**src/rtl/pxl_src_gen.sv**
```systemverilog
// pxl_src_gen: programmable raster timing generator with selectable 24-bit test patterns.
module pxl_src_gen #(
  parameter int HSA  = 4,
  parameter int HBP  = 4,
  parameter int HACT = 16,
  parameter int HFP  = 4,
  parameter int VSA  = 2,
  parameter int VBP  = 2,
  parameter int VACT = 8,
  parameter int VFP  = 2
) (
  input  logic        pxl_clk,
  input  logic        pxl_rst,
  input  logic        en,
  input  logic [1:0]  pattern_sel,
  input  logic [23:0] solid_color,
  output logic        pxl_vsync,
  output logic        pxl_hsync,
  output logic [23:0] pxl_data,
  output logic        pxl_valid,
  output logic [15:0] pxl_no_pixels,
  output logic        frame_done,
  output logic        busy
);
  localparam int H_TOTAL = HSA + HBP + HACT + HFP;
  localparam int V_TOTAL = VSA + VBP + VACT + VFP;
  localparam int HW = $clog2(H_TOTAL + 1);
  localparam int VW = $clog2(V_TOTAL + 1);
  typedef enum logic {IDLE, RUN} state_t;
  state_t state, state_nx;
  logic [HW-1:0] h_cnt, h_nx;
  logic [VW-1:0] v_cnt, v_nx;
  logic [1:0] sel_q, sel;
  logic [23:0] color_q, color, pix_cnt, pix_cur, pat;
  logic [15:0] x, np_cur;
  logic [2:0] bar;
  logic run, first, h_last, last, active;
  always_comb begin
    run = state == RUN;
    h_last = h_cnt == HW'(H_TOTAL - 1);
    last = h_last && v_cnt == VW'(V_TOTAL - 1);
    first = h_cnt == '0 && v_cnt == '0;
    active = h_cnt >= HW'(HSA + HBP) && h_cnt < HW'(HSA + HBP + HACT) &&
             v_cnt >= VW'(VSA + VBP) && v_cnt < VW'(VSA + VBP + VACT);
    x = 16'(h_cnt) - 16'(HSA + HBP);
    bar = 3'(x / 16'(HACT / 8));
    // Values latched at (0,0) must already apply to a pixel at (0,0)
    sel = first ? pattern_sel : sel_q;
    color = first ? solid_color : color_q;
    pix_cur = first ? '0 : pix_cnt;
    np_cur = first ? '0 : pxl_no_pixels;
    pat = sel == 2'd0 ? color :
          sel == 2'd1 ? {3{x[7:0]}} :
          sel == 2'd2 ? {{8{~bar[1]}}, {8{~bar[2]}}, {8{~bar[0]}}} : pix_cur;
    state_nx = !run ? (en ? RUN : IDLE) : (last && !en) ? IDLE : RUN;
    h_nx = (run && !h_last) ? h_cnt + 1'b1 : '0;
    v_nx = (!run || last) ? '0 : h_last ? v_cnt + 1'b1 : v_cnt;
  end
  always_ff @(posedge pxl_clk) begin
    if (pxl_rst) begin
      state <= IDLE;
      h_cnt <= '0;
      v_cnt <= '0;
      sel_q <= '0;
      color_q <= '0;
      pix_cnt <= '0;
      pxl_vsync <= 1'b0;
      pxl_hsync <= 1'b0;
      pxl_data <= '0;
      pxl_valid <= 1'b0;
      pxl_no_pixels <= '0;
      frame_done <= 1'b0;
      busy <= 1'b0;
    end else begin
      state <= state_nx;
      h_cnt <= h_nx;
      v_cnt <= v_nx;
      if ((!run && en) || (run && first)) begin
        sel_q <= pattern_sel;
        color_q <= solid_color;
      end
      pxl_vsync <= run && v_cnt < VW'(VSA);
      pxl_hsync <= run && h_cnt < HW'(HSA);
      pxl_valid <= run && active;
      pxl_data <= (run && active) ? pat : '0;
      frame_done <= run && last;
      busy <= run;
      if (run) begin
        pix_cnt <= pix_cur + 24'(active);
        pxl_no_pixels <= np_cur + 16'(active);
      end
    end
  end
endmodule

```
**config.mk**
```make
export PLATFORM = sky130hd
export DESIGN_NAME = pxl_src_gen
export DESIGN_NICKNAME = d
export VERILOG_FILES = /design/src/rtl/pxl_src_gen.sv
export SDC_FILE = /design/constraint.sdc
export NUM_CORES = 1
export LEC_CHECK = 0
export CORE_MARGIN = 5
export CORE_UTILIZATION = 55
export CTS_CLUSTER_DIAMETER = 200
export DETAILED_ROUTE_END_ITERATION = 7
export PLACE_DENSITY = 0.9
export SETUP_SLACK_MARGIN = 0.3
export SLEW_MARGIN = 20
export SYNTH_ARGS = -nofsm -noshare
export SYNTH_HDL_FRONTEND = slang
export SYNTH_SLANG_ARGS = --single-unit
```
**constraint.sdc**
```tcl
create_clock -name pxl_clk -period 6.2 [get_ports pxl_clk]
set_input_delay 1.24 -clock pxl_clk [delete_from_list [all_inputs] [get_ports pxl_clk]]
set_output_delay 1.24 -clock pxl_clk [all_outputs]
set_load 0.005 [all_outputs]
```
==> results.json <==
{
  "outcome": "finished, final reports clean",
  "syn_area_per_cell_um2": 7.95,
  "slew_viol_final": 0,
  "required_ns": 6.48,
  "p_leak_nw": 2.09,
  "htree_levels": 3,
  "dpl.hpwl_um": 9830,
  "clock_latency_ns": 0.39,
  "irDropWorstVdd_mv": 0.121,
  "ys_warn_count": 0,
  "critPathBufInv": 5,
  "drt-total-wl_um": 14600,
  "worstMarginPinSlew_ns": 1.10,
  "critPathMostFrequentCell": "inv_1",
  "ys_seq_area_share_pct": 40.4,
  "drive_gt1_share_pct": 5.97,
  "async_reset_ff_share_pct": 0,
  "rows": 35,
  "grt_pass1_vias": 4895,
  "antenna_found_initial": 0,
  "synth_edf_count": 0,
  "cp_slowest_cell": "a2111oi_1",
  "cts_resized": 0,
  "core_mm2": 0.00924,
  "syn2layout_area_growth_pct": 17.6,
  "place_inst": 817,
  "end_kind": "flop",
  "placement.cell_area_mm2": 0.00592,
  "tritoncts": "yes",
  "crit_family": "buffers and inverters",
  "timing.max_cap.violations": 0,
  "fmax_mhz": 288,
  "fin_total_pwr_w": 0.00130,
  "synth_seq_cells": 105,
  "max_stage_delay_ns": 0.41,
  "die_w_um": 107,
  "rsz0062_at_grt": "no",
  "cts_hold_buffers": 0,
  "nets": 739,
  "syn-num-nets": 695,
  "final_antenna_net_count": 0,
  "grt_max_degree": 67,
  "drt-wirelength-per-cell_um": 17.6,
  "vias_per_cell": 6.27,
  "crit_arrival_ns": 3.75,
  "grt_pass1_wl_um": 23900,
  "cts.sinks": 105,
  "num_vias": 5220,
  "crit_path_cell_trace": "buf_2, buf_4, inv_1, nand2_1, inv_1, nand2_1, inv_1, o21ai_0, a2111oi_1",
  "final_util_pct": 66.3,
  "syn-cell-area_mm2": 0.00521,
  "grt-ovfl-total": 0,
  "clockRootBuffer": "clkbuf_8",
  "finalInstanceArea_mm2": 0.00612,
  "slew_headroom_pct": 26.6,
  "critPathKind": "in2reg",
  "cts_buffers": 9,
  "gp_congestion": 0.897,
  "power.density_mw_per_mm2": 213,
  "cts_setup_buffers": 0,
  "insertedDiodeCount": 0,
  "worst_clock_skew_ns": 0.00908,
  "fp.dieArea_mm2": 0.0115,
  "syn_inst": 655,
  "fp.dieH_um": 107,
  "setup-tns-final_ns": 0,
  "drtIter0Drc": 429,
  "mostFrequentLayoutCells": "nand2_1 (113), dfxtp_1 (105), clkdlybuf4s50_1 (72)",
  "io_pins": 74,
  "min_period_ns": 3.48,
  "start_util_pct": 56.3,
  "min-delay-path-class": "reg2reg",
  "synth_cell_types": 57,
  "drc_errors": 0,
  "fin_crit_sh_pct": 56.1,
  "clk_pin_slew_worst_paths_ns": 0.11,
  "dr.pass1.iters": 6,
  "post_layout_nonfiller_instances": 833,
  "grtUsageTotal_pct": 25.6,
  "synthFlopType": "dfxtp_1",
  "cp-start-kind": "input pin",
  "io_buffers": 73,
  "final-setup-viol-count": 0,
  "hold_viol": 0,
  "cts_buffer_depth": 2,
  "path_max_fanout": 66,
  "layout.cells.most_common": "nand2_1"
}
-- path summary, 6_finish.rpt --
path	from	to	slack, ns	depth (start not counted)
worst min register to register	color_q[17]$_SDFFE_PP0P_	color_q[17]$_SDFFE_PP0P_	0.46	2
worst max-delay path	pxl_rst	pxl_data[2]$_SDFF_PP0_	2.72	9
worst min-delay path	color_q[17]$_SDFFE_PP0P_	color_q[17]$_SDFFE_PP0P_	0.46	2
worst max register to register	h_cnt[1]$_SDFF_PP0_	pix_cnt[22]$_SDFFE_PP0P_	2.81	12
-- power breakdown --
group          switching [W]  internal [W]  total (W)
clock               0.000268      0.000159   0.000426
sequential         0.0000194      0.000691   0.000710
combinational       0.000109     0.0000582   0.000167
-- cells in the mapped netlist (6+ instances only) --
library cell / count / share of area [%]
mux2i_1: 10 / 1.9
o311ai_0: 7 / 1.2
or3_1: 16 / 1.9
dfxtp_1: 105 / 40
nand3_1: 22 / 2.1
nand2_1: 113 / 8.1
nor4_1: 13 / 1.6
nor2_1: 39 / 2.8
o21ai_0: 25 / 2.4
inv_1: 15 / 1.1
a31oi_1: 11 / 1.3
clkbuf_1: 29 / 2.1
nand4_1: 19 / 2.3
and3_1: 11 / 1.3
xor2_1: 8 / 1.3
a21oi_1: 66 / 6.3
ha_1: 11 / 2.6
o211ai_1: 6 / 0.87
buf_2: 9 / 0.87
nor3_1: 36 / 3.5
-- through the flow --
stage	hold WS (ns)	worst slack [ns]
6_report	0.461	2.72
5_1_grt	0.480	2.42
4_1_cts	0.462	2.80
3_5_place_dp	0.442	2.40
3_3_place_gp	0.434	2.54
2_1_floorplan	0.427	3.41
-- flip-flops by register name, indices dropped and copies added, names as in the netlist --
name	count
pix_cnt	24
busy	1
v_cnt	4
pxl_data	24
pxl_vsync	1
run	1
pxl_no_pixels	16
color_q	24
frame_done	1
sel_q	2
pxl_hsync	1
pxl_valid	1
h_cnt	5
-- logic make-up (layout without fill, tap and decap cells) --
group,after synthesis,in the layout,synth area share (%)
flip-flops,105,105,40.4
AO/OA/AOI/OAI,151,151,18.6
AND/OR/NAND/NOR,305,305,29.1
XOR/XNOR,13,13,2.19
buffers and inverters,59,108,4.97
multiplexers,11,11,2.14
adder cells (fa/ha/maj),11,11,2.64
-- worst register-to-register path, cell delays in order, from the launching register on --
cell     delay [ns]
dfxtp_1        0.46
inv_1          0.12
ha_1           0.21
nor3b_1        0.18
nand2_1        0.09
buf_4          0.51
and2_1         0.22
ha_1           0.19
ha_1           0.23
nand2_1        0.14
nor3_2         0.57
nand4_1        0.21
mux2i_1        0.16
-- layout make-up --
cell class	count	area, µm²
Fill cell	756	3120
Multi-Input combinational cell	491	2850
Sequential cell	105	2100
Timing Repair Buffer	77	756
Tap cell	129	161
Clock buffer	9	124
Clock inverter	7	70.1
Inverter	15	56.3
-- per-layer routing --
layer  part of all wire (%)  GRT usage [%]  vias to the layer above
met5                      0              0                        -
met4                    2.4           9.13                        0
met3                    9.7           6.72                       42
met2                     47           42.3                      327
met1                     40           32.2                     2410
li1                       -              -                     2441
(Power assumes the default switching activity.)
